===== config.mk =====
export PLATFORM = sky130hd
export DESIGN_NAME = pc_unit
export DESIGN_NICKNAME = d
export VERILOG_FILES = /design/src/rtl/pc_pkg.sv /design/src/rtl/pc_ras.sv /design/src/rtl/pc_unit.sv
export SDC_FILE = /design/constraint.sdc
export NUM_CORES = 1
export LEC_CHECK = 0
export ABC_AREA = 0
export CORE_UTILIZATION = 40
export CTS_CLUSTER_DIAMETER = 150
export CTS_CLUSTER_SIZE = 24
export DETAILED_ROUTE_END_ITERATION = 8
export PLACE_DENSITY = 0.81
export SLEW_MARGIN = 20
export SYNTH_ARGS = -nofsm -noshare
export SYNTH_HDL_FRONTEND = slang
export SYNTH_SLANG_ARGS = --single-unit

===== constraint.sdc =====
create_clock -name clk -period 2.9 [get_ports clk]
set_clock_uncertainty 0.15 [all_clocks]
set_input_delay 0.435 -clock clk [delete_from_list [all_inputs] [get_ports clk]]
set_output_delay 0.435 -clock clk [all_outputs]
set_load 0.05 [all_outputs]

===== src/rtl/pc_pkg.sv =====
// Shared types, default vectors and address helpers for the fetch-stage PC unit.
package pc_pkg;

    localparam int unsigned PC_MAX_XLEN = 64;

    localparam logic [31:0] DEF_RESET_VECTOR = 32'h0000_0000;
    localparam logic [31:0] DEF_EXC_VECTOR   = 32'h0000_0100;

    typedef enum logic [2:0] {
        SEL_RESET,
        SEL_EXC,
        SEL_ERET,
        SEL_REDIR,
        SEL_RAS,
        SEL_HOLD,
        SEL_SEQ
    } pc_sel_e;

    // Clears the low log2(inc) bits; inc must be a power of two.
    function automatic logic [PC_MAX_XLEN-1:0] align_pc(input logic [PC_MAX_XLEN-1:0] addr,
                                                        input int unsigned inc);
        return addr & ~(PC_MAX_XLEN'(inc) - PC_MAX_XLEN'(1));
    endfunction

endpackage


===== src/rtl/pc_ras.sv =====
// Circular return-address stack: push overwrites the oldest entry when full,
// simultaneous push+pop replaces the top in place.
module pc_ras
    import pc_pkg::*;
#(
    parameter int unsigned XLEN  = 32,
    parameter int unsigned DEPTH = 4
) (
    input  logic            clk,
    input  logic            rst,
    input  logic            push,
    input  logic            pop,
    input  logic [XLEN-1:0] push_addr,
    output logic [XLEN-1:0] top_c,
    output logic            empty,
    output logic            full
);

    localparam int unsigned PW = $clog2(DEPTH);
    localparam int unsigned CW = $clog2(DEPTH + 1);

    logic [XLEN-1:0] mem_q [DEPTH];
    logic [XLEN-1:0] mem_d [DEPTH];
    logic [PW-1:0]   ptr_q, ptr_d;
    logic [CW-1:0]   cnt_q, cnt_d;
    logic            empty_q, full_q;

    // ptr_q always indexes the current top entry.
    always_comb begin
        mem_d = mem_q;
        ptr_d = ptr_q;
        cnt_d = cnt_q;
        if (push && pop) begin
            mem_d[ptr_q] = push_addr;
        end else if (push) begin
            ptr_d        = ptr_q + PW'(1);
            mem_d[ptr_d] = push_addr;
            if (cnt_q != CW'(DEPTH)) begin
                cnt_d = cnt_q + CW'(1);
            end
        end else if (pop && !empty_q) begin
            ptr_d = ptr_q - PW'(1);
            cnt_d = cnt_q - CW'(1);
        end
    end

    always_ff @(posedge clk) begin
        if (rst) begin
            ptr_q   <= '0;
            cnt_q   <= '0;
            empty_q <= 1'b1;
            full_q  <= 1'b0;
        end else begin
            ptr_q   <= ptr_d;
            cnt_q   <= cnt_d;
            empty_q <= (cnt_d == '0);
            full_q  <= (cnt_d == CW'(DEPTH));
        end
    end

    // Entry contents are don't-care after reset, so storage has no reset.
    always_ff @(posedge clk) begin
        mem_q <= mem_d;
    end

    assign top_c = mem_q[ptr_q];
    assign empty = empty_q;
    assign full  = full_q;

endmodule


===== src/rtl/pc_unit.sv =====
// Fetch-stage program counter with exception PC and optional return-address stack.
// Define PC_RAS_EN to build the RAS; otherwise call/return hints are ignored.
module pc_unit
    import pc_pkg::*;
#(
    parameter int unsigned     XLEN         = 32,
    parameter int unsigned     INC          = 4,
    parameter logic [XLEN-1:0] RESET_VECTOR = XLEN'(DEF_RESET_VECTOR),
    parameter logic [XLEN-1:0] EXC_VECTOR   = XLEN'(DEF_EXC_VECTOR),
    parameter int unsigned     RAS_DEPTH    = 4
) (
    input  logic            clk,
    input  logic            rst,
    input  logic            ctrl_stall,
    input  logic            fetch_ready,
    input  logic            redirect_valid,
    input  logic [XLEN-1:0] redirect_pc,
    input  logic            exc_valid,
    input  logic [XLEN-1:0] exc_pc,
    input  logic            eret,
    input  logic            call_push,
    input  logic [XLEN-1:0] push_addr,
    input  logic            ret_pop,
    output logic [XLEN-1:0] pc,
    output logic            pc_valid,
    output logic [XLEN-1:0] epc,
    output logic            ras_empty,
    output logic            ras_full
);

    logic [XLEN-1:0] pc_q, pc_d;
    logic            pc_valid_q, pc_valid_d;
    logic [XLEN-1:0] epc_q, epc_d;

    logic            adv_c;
    logic            evt_c;
    pc_sel_e         sel_c;
    logic [XLEN-1:0] ras_top_c;
    logic            ras_empty_c;
    logic            ras_full_c;

    assign adv_c = fetch_ready & ~ctrl_stall;
    assign evt_c = exc_valid | eret | redirect_valid;

`ifdef PC_RAS_EN
    logic ras_push_c;
    logic ras_pop_c;

    // Stack only moves on an advancing cycle with no redirecting event.
    assign ras_push_c = call_push & adv_c & ~evt_c & ~rst;
    assign ras_pop_c  = (sel_c == SEL_RAS);

    pc_ras #(
        .XLEN  (XLEN),
        .DEPTH (RAS_DEPTH)
    ) u_ras (
        .clk       (clk),
        .rst       (rst),
        .push      (ras_push_c),
        .pop       (ras_pop_c),
        .push_addr (push_addr),
        .top_c     (ras_top_c),
        .empty     (ras_empty_c),
        .full      (ras_full_c)
    );
`else
    logic unused_ras_c;

    assign unused_ras_c = ^{call_push, push_addr, ret_pop};
    assign ras_top_c    = '0;
    assign ras_empty_c  = 1'b1;
    assign ras_full_c   = 1'b0;
`endif

    // Next-PC source, highest priority first.
    always_comb begin
        sel_c = SEL_SEQ;
        if (rst) begin
            sel_c = SEL_RESET;
        end else if (exc_valid) begin
            sel_c = SEL_EXC;
        end else if (eret) begin
            sel_c = SEL_ERET;
        end else if (redirect_valid) begin
            sel_c = SEL_REDIR;
`ifdef PC_RAS_EN
        end else if (adv_c && ret_pop && !ras_empty_c) begin
            sel_c = SEL_RAS;
`endif
        end else if (!adv_c) begin
            sel_c = SEL_HOLD;
        end
    end

    always_comb begin
        pc_d       = pc_q;
        pc_valid_d = 1'b1;
        epc_d      = epc_q;
        case (sel_c)
            SEL_RESET: begin
                pc_d       = RESET_VECTOR;
                pc_valid_d = 1'b0;
                epc_d      = '0;
            end
            SEL_EXC: begin
                pc_d  = EXC_VECTOR;
                epc_d = exc_pc;
            end
            SEL_ERET:  pc_d = XLEN'(align_pc(PC_MAX_XLEN'(epc_q), INC));
            SEL_REDIR: pc_d = XLEN'(align_pc(PC_MAX_XLEN'(redirect_pc), INC));
            SEL_RAS:   pc_d = ras_top_c;
            SEL_HOLD:  pc_d = pc_q;
            default:   pc_d = pc_q + XLEN'(INC);
        endcase
    end

    always_ff @(posedge clk) begin
        if (rst) begin
            pc_q       <= RESET_VECTOR;
            pc_valid_q <= 1'b0;
            epc_q      <= '0;
        end else begin
            pc_q       <= pc_d;
            pc_valid_q <= pc_valid_d;
            epc_q      <= epc_d;
        end
    end

    assign pc        = pc_q;
    assign pc_valid  = pc_valid_q;
    assign epc       = epc_q;
    assign ras_empty = ras_empty_c;
    assign ras_full  = ras_full_c;

endmodule


Word level (Yosys, flattened, before mapping). Cells that the tools add are included.

Register bits after elaboration: 65. Input bits: 105.

$add $sub $neg: 1. Reduce and logical (&&, ||, !) cells: 3. Bitwise gates (word level): 2. Equal/unequal tests: 5. Multiplexer cells: 8.

Operators with widths (count): one-hot mux 32 bit (5 select lines) (1); one-hot mux 32 bit (2 select lines) (1); adder 32 x 3 -> 32 bit (second input constant) (1); two-way mux 3 bit (4); == test 3 x 2 -> 1 bit (second input constant) (2); == test 3 bit (second input constant) (2); == test 3 x 1 -> 1 bit (second input constant) (1); zero test 3 bit (1); two-way mux 2 bit (1); nonzero test 2 bit (1); OR reduction 2 bit (1); AND 1 bit (1); two-way mux 1 bit (1); inverter 1 bit (1).

Longest topological paths before layout.
Depth after elaboration: 10. Mapped depth: 7.

Least setup slack after synthesis. Ideal clock, no wire load.

Path kind: register -> register. Start: reg pc_q[2], in the netlist pc[2]. End: reg pc_q[26], in the netlist pc[26]. Setup slack: 389 ps. Buffers on the path: 0. Period minus slack after synthesis: 2511 ps. Data arrival time: 2276 ps. Cell stages (with the launch flop): 7. Data required time: 2664 ps. Cell sequence: dfxtp_1 > ha_1 > nand4_2 > nor4_4 > nand3_2 > or3_1 > a211oi_1.

Longest elaborated chain between the ends: 2.

Ends and longest elaborated chain: start: declaration (line pc_unit.sv:31) `logic [XLEN-1:0] pc_q, pc_d;`; start signal: assignment (line pc_unit.sv:123) `pc_q <= pc_d;`; adder 32 x 3 -> 32 bit (line pc_unit.sv:113) `default: pc_d = pc_q + XLEN'(INC);`; one-hot mux 32 bit (5 select lines) (line pc_unit.sv:99) `case (sel_c)`.

Every way passes these cells. A chain may end at the register's enable or synchronous reset.

Worst setup path in the final report.
Start: in redirect_valid. End: reg pc_q[6], in the netlist pc[6].

Longest elaborated chain between the ends: 7. Elaborated cells on any way between the ends: 12.

Ends and longest elaborated chain: start: declaration (line pc_unit.sv:16) `input logic redirect_valid,`; two-way mux 3 bit * (line pc_unit.sv:84) `end else if (redirect_valid) begin`; two-way mux 3 bit * (line pc_unit.sv:82) `end else if (eret) begin`; two-way mux 3 bit * (line pc_unit.sv:80) `end else if (exc_valid) begin`; two-way mux 3 bit * (line pc_unit.sv:78) `if (rst) begin`; == test 3 bit / zero test 3 bit (equally long branches) (line pc_unit.sv:99); OR reduction 2 bit (no line); one-hot mux 32 bit (5 select lines) (line pc_unit.sv:99).

Every way passes the cells marked *; elsewhere a longest branch is shown, timed or not.

==> results.py <==
metrics = {
    "synth": {
        "synth_compound_area_share_pct": 21.5,
        "netlist_instances": 384,
        "synth_edf_count": 0,
        "synth_mux_area_share_pct": 10.7,
        "synth_cell_types": 54,
        "synthAdderAreaFrac_pct": 0.382,
        "synth_async_sr_flop_share_pct": 0,
        "synthXorXnorAreaFrac_pct": 1.34,
        "synth_top_family_by_area": "simple AND/OR/NAND/NOR gates",
        "netlist_area_sq_um": 3280,
        "synth_top_flop_cell": "dfxtp_1",
        "ys_seq_area_share_pct": 38.5,
        "yosysWarnings": 0,
        "yosys.area_share.simple_pct": 22.9,
        "synth-seq-cells": 63,
        "synth_area_per_cell_sq_um": 8.54,
    },
    "clocking": {
        "cts_buffer_depth": 2,
        "cts-root-buf": "clkbuf_8",
        "cts_made_buffers": 9,
        "cts_resized": 0,
        "clk_latency_ns": 0.34,
        "postCtsHoldBufs": 0,
        "cts.sinks": 63,
        "post-cts-setup-buffers": 0,
        "htree_levels": 3,
        "path_clk_slew_ns": 0.07,
        "cts_tree": "built",
    },
    "route": {
        "post_drt_wl_per_cell_um": 17.8,
        "routed-via-count": 3601,
        "drt_iter0_markers": 334,
        "drc": 0,
        "wl_um": 11100,
        "dr.pass1.iters": 5,
        "routed_via_density": 5.78,
        "route.antenna.remaining_nets": 0,
    },
    "power_and_ir_drop": {
        "p_leak_nw": 1.90,
        "seq_power_share_pct": 43.0,
        "power_density_nw_per_um2": 455,
        "p_int_mw": 1.53,
        "netSwitchingFraction_pct": 31.7,
        "power_frac_comb_pct": 24.4,
        "vdd_drop_max_v": 0.000329,
        "p_switching_mw": 0.708,
        "clockPowerShare_pct": 32.5,
    },
    "worst_setup_path": {
        "crit_path_max_fanout": 10,
        "arrival_ns": 2.44,
        "worstPathCellList": "clkdlybuf4s50_1, or4_1, nor2_8, buf_4, nor3_1, a22oi_1, nor2_1",
        "cp-start-kind": "primary input",
        "worstSetupEndpointType": "flip-flop",
        "criticalPathCategory": "in2reg",
        "cp.required_ns": 2.97,
        "rr_endpoint": "pc[26]$_SDFFE_PP0P_",
        "crit_path_top_delay_cell": "or4_1",
        "r2r_cells": 6,
        "reg2reg_from": "pc[2]$_SDFFE_PP0P_",
        "ff2ff_setup_slack_ns": 0.60,
        "max_stage_delay_ns": 0.81,
        "startpoint": "redirect_valid",
    },
    "global_route": {
        "track_usage_pct": 26.5,
        "grt_antenna_before_repair": 0,
        "grt_pass1_vias": 3421,
        "grt_pass1_wl_um": 17500,
        "gr-total-overflow": 0,
        "grt_max_degree": 31,
    },
    "sta": {
        "fin_crit_sh_pct": 81.8,
        "fmaxAchievable_mhz": 422,
        "hold_viol_final": 0,
        "rsz0062_at_grt": "false",
        "drv_slew": 0,
        "tns_ns": 0,
        "finalSetupViolations": 0,
        "slew_headroom_pct": 46.9,
        "finalCriticalPeriod_ns": 2.37,
        "tightestPinTransition_ns": 0.790,
        "holdWs_ns": 0.363,
    },
    "cells_and_area": {
        "antenna_cells": 0,
        "nNetsFinal": 623,
        "areaGrowthSynthToFinish_pct": 49.7,
        "drive_gt1_share_pct": 8.64,
    },
    "job": {
        "maxCapViolCount": 0,
    },
    "min_path": {
        "hp-class": "reg2reg",
        "worstHoldEndpoint": "epc[0]$_SDFFE_PP0P_",
        "min_from": "epc[0]$_SDFFE_PP0P_",
        "min_path_cells": 2,
    },
    "floorplan": {
        "die_x_um": 92.5,
        "pin_count": 172,
        "coreArea_sq_um": 7850,
        "rows": 32,
        "floorplan.initialDensity_pct": 41.8,
        "die-area_sq_um": 8560,
        "die_h_um": 92.5,
    },
    "place": {
        "portBuffers": 131,
        "dp_hpwl_um": 8340,
        "gp_congestion": 0.846,
    },
    "run_status": {
        "status": "complete, no violations",
    },
}
worst max-delay path, delay by kind of cell:
kind                   cells  cell delay (ns)
AO/OA/AOI/OAI              1             0.17
AND/OR/NAND/NOR            4             1.19
buffers and inverters      2             0.64
power by group through the flow:
stage                     clock [mW]  combinational (mW)  sequential (mW)
final                          0.728               0.546            0.962
after global routing           0.769               0.573            0.967
after CTS                      0.725               0.544            0.961
after detailed placement           0               0.542            0.979
after global placement             0               0.534            0.978
after floorplan                    0               0.162             1.12
area by class of cell:
type                       count  area [sq um]
fill                         665          2940
clock buffer                  10           128
inverter                       3          11.3
clock inverter                 5          50.0
multi-input combinational    289          1880
tap                          102           128
timing repair buffer         151          1460
sequential                    63          1260
worst max path at each step:
stage,endpoint,slack [ns],depth (start not counted)
after global routing,pc[31]$_SDFFE_PP0P_,0.44,5
after detailed placement,pc[6]$_SDFFE_PP0P_,0.22,7
final,pc[6]$_SDFFE_PP0P_,0.53,7
after floorplan,pc[26]$_SDFFE_PP0P_,0.39,6
after CTS,pc[6]$_SDFFE_PP0P_,0.57,7
after global placement,pc[5]$_SDFFE_PP0P_,0.24,7
sequential cells by signal, summed over array words and instances (netlist names):
signal / cells
epc: 32
pc_valid: 1
pc: 30
metrics by stage:
stage / cells / instance area (sq um) / setup slack [ns] / util [%] / total power, mW
after floorplan: 386 / 3290 / 0.389 / - / 1.28
after global placement: 608 / 4730 / 0.235 / 60.3 / 1.51
after detailed placement: 608 / 4730 / 0.220 / 60.3 / 1.52
after CTS: 623 / 4910 / 0.572 / 62.6 / 2.23
after global routing: 623 / 4910 / 0.443 / 62.6 / 2.31
final: 623 / 4910 / 0.529 / 62.6 / 2.24
kinds of logic (layout without fill, tap and decap cells):
kind of cell / count (synthesis) / in the layout
AO/OA/AOI/OAI: 102 / 102
buffers and inverters: 34 / 169
adder cells (fa/ha/maj): 1 / 1
flip-flops: 63 / 63
other: 2 / 4
AND/OR/NAND/NOR: 142 / 142
XOR/XNOR: 5 / 5
multiplexers: 35 / 35
cells in the final DEF (no fill, tap or decap), types with 11 or more instances in the layout:
master           Yosys  final
a21oi_1             16     16
a22oi_1             15     15
buf_4                4     20
clkdlybuf4s50_1      0    130
dfxtp_1             63     63
mux2i_1             35     35
nand2_1             19     19
nor2_1              62     62
o21ai_0             15     15
o22ai_1             11     11
layer usage:
metal | GRT usage [%] | part of all wire, % | vias to the layer above
met2 | 42.2 | 47 | 190
met4 | 12.0 | 3.1 | 0
met5 | 0 | 0 | -
met3 | 6.08 | 8.1 | 39
met1 | 33.8 | 42 | 1679
li1 | - | - | 1693
synth_stat cells (all sizes together) (2+ instances only):
| cell type | number | share of area, % |
|---|---|---|
| and2 | 4 | 0.76 |
| conb | 2 | 0.23 |
| o21a | 3 | 0.69 |
| o22ai | 11 | 2.1 |
| nor3 | 9 | 1.4 |
| inv | 2 | 0.23 |
| xor2 | 3 | 0.80 |
| nand2b | 5 | 0.95 |
| o21ai | 15 | 2.3 |
| or4 | 2 | 0.57 |
| and4 | 7 | 1.9 |
| o31ai | 4 | 0.92 |
| a21oi | 16 | 2.4 |
| a22oi | 15 | 3.4 |
| nor4 | 7 | 2.0 |
| o221ai | 9 | 2.4 |
| nor2 | 63 | 7.7 |
| dfxtp | 63 | 38 |
| buf | 12 | 2.1 |
| o22a | 2 | 0.53 |
| nand2 | 19 | 2.2 |
| a2bb2oi | 3 | 0.80 |
| nand4 | 9 | 2.3 |
| o211ai | 2 | 0.46 |
| xnor2 | 2 | 0.53 |
| a21o | 3 | 0.69 |
| o2111ai | 3 | 0.80 |
| a31oi | 4 | 0.76 |
| clkbuf | 19 | 2.2 |
| nor2b | 2 | 0.38 |
| mux2i | 35 | 11 |
| or3 | 4 | 0.76 |
| nand3 | 8 | 1.4 |
| a211oi | 3 | 0.69 |
| o31a | 3 | 0.80 |
No activity file was read; power rests on OpenSTA's default activity.
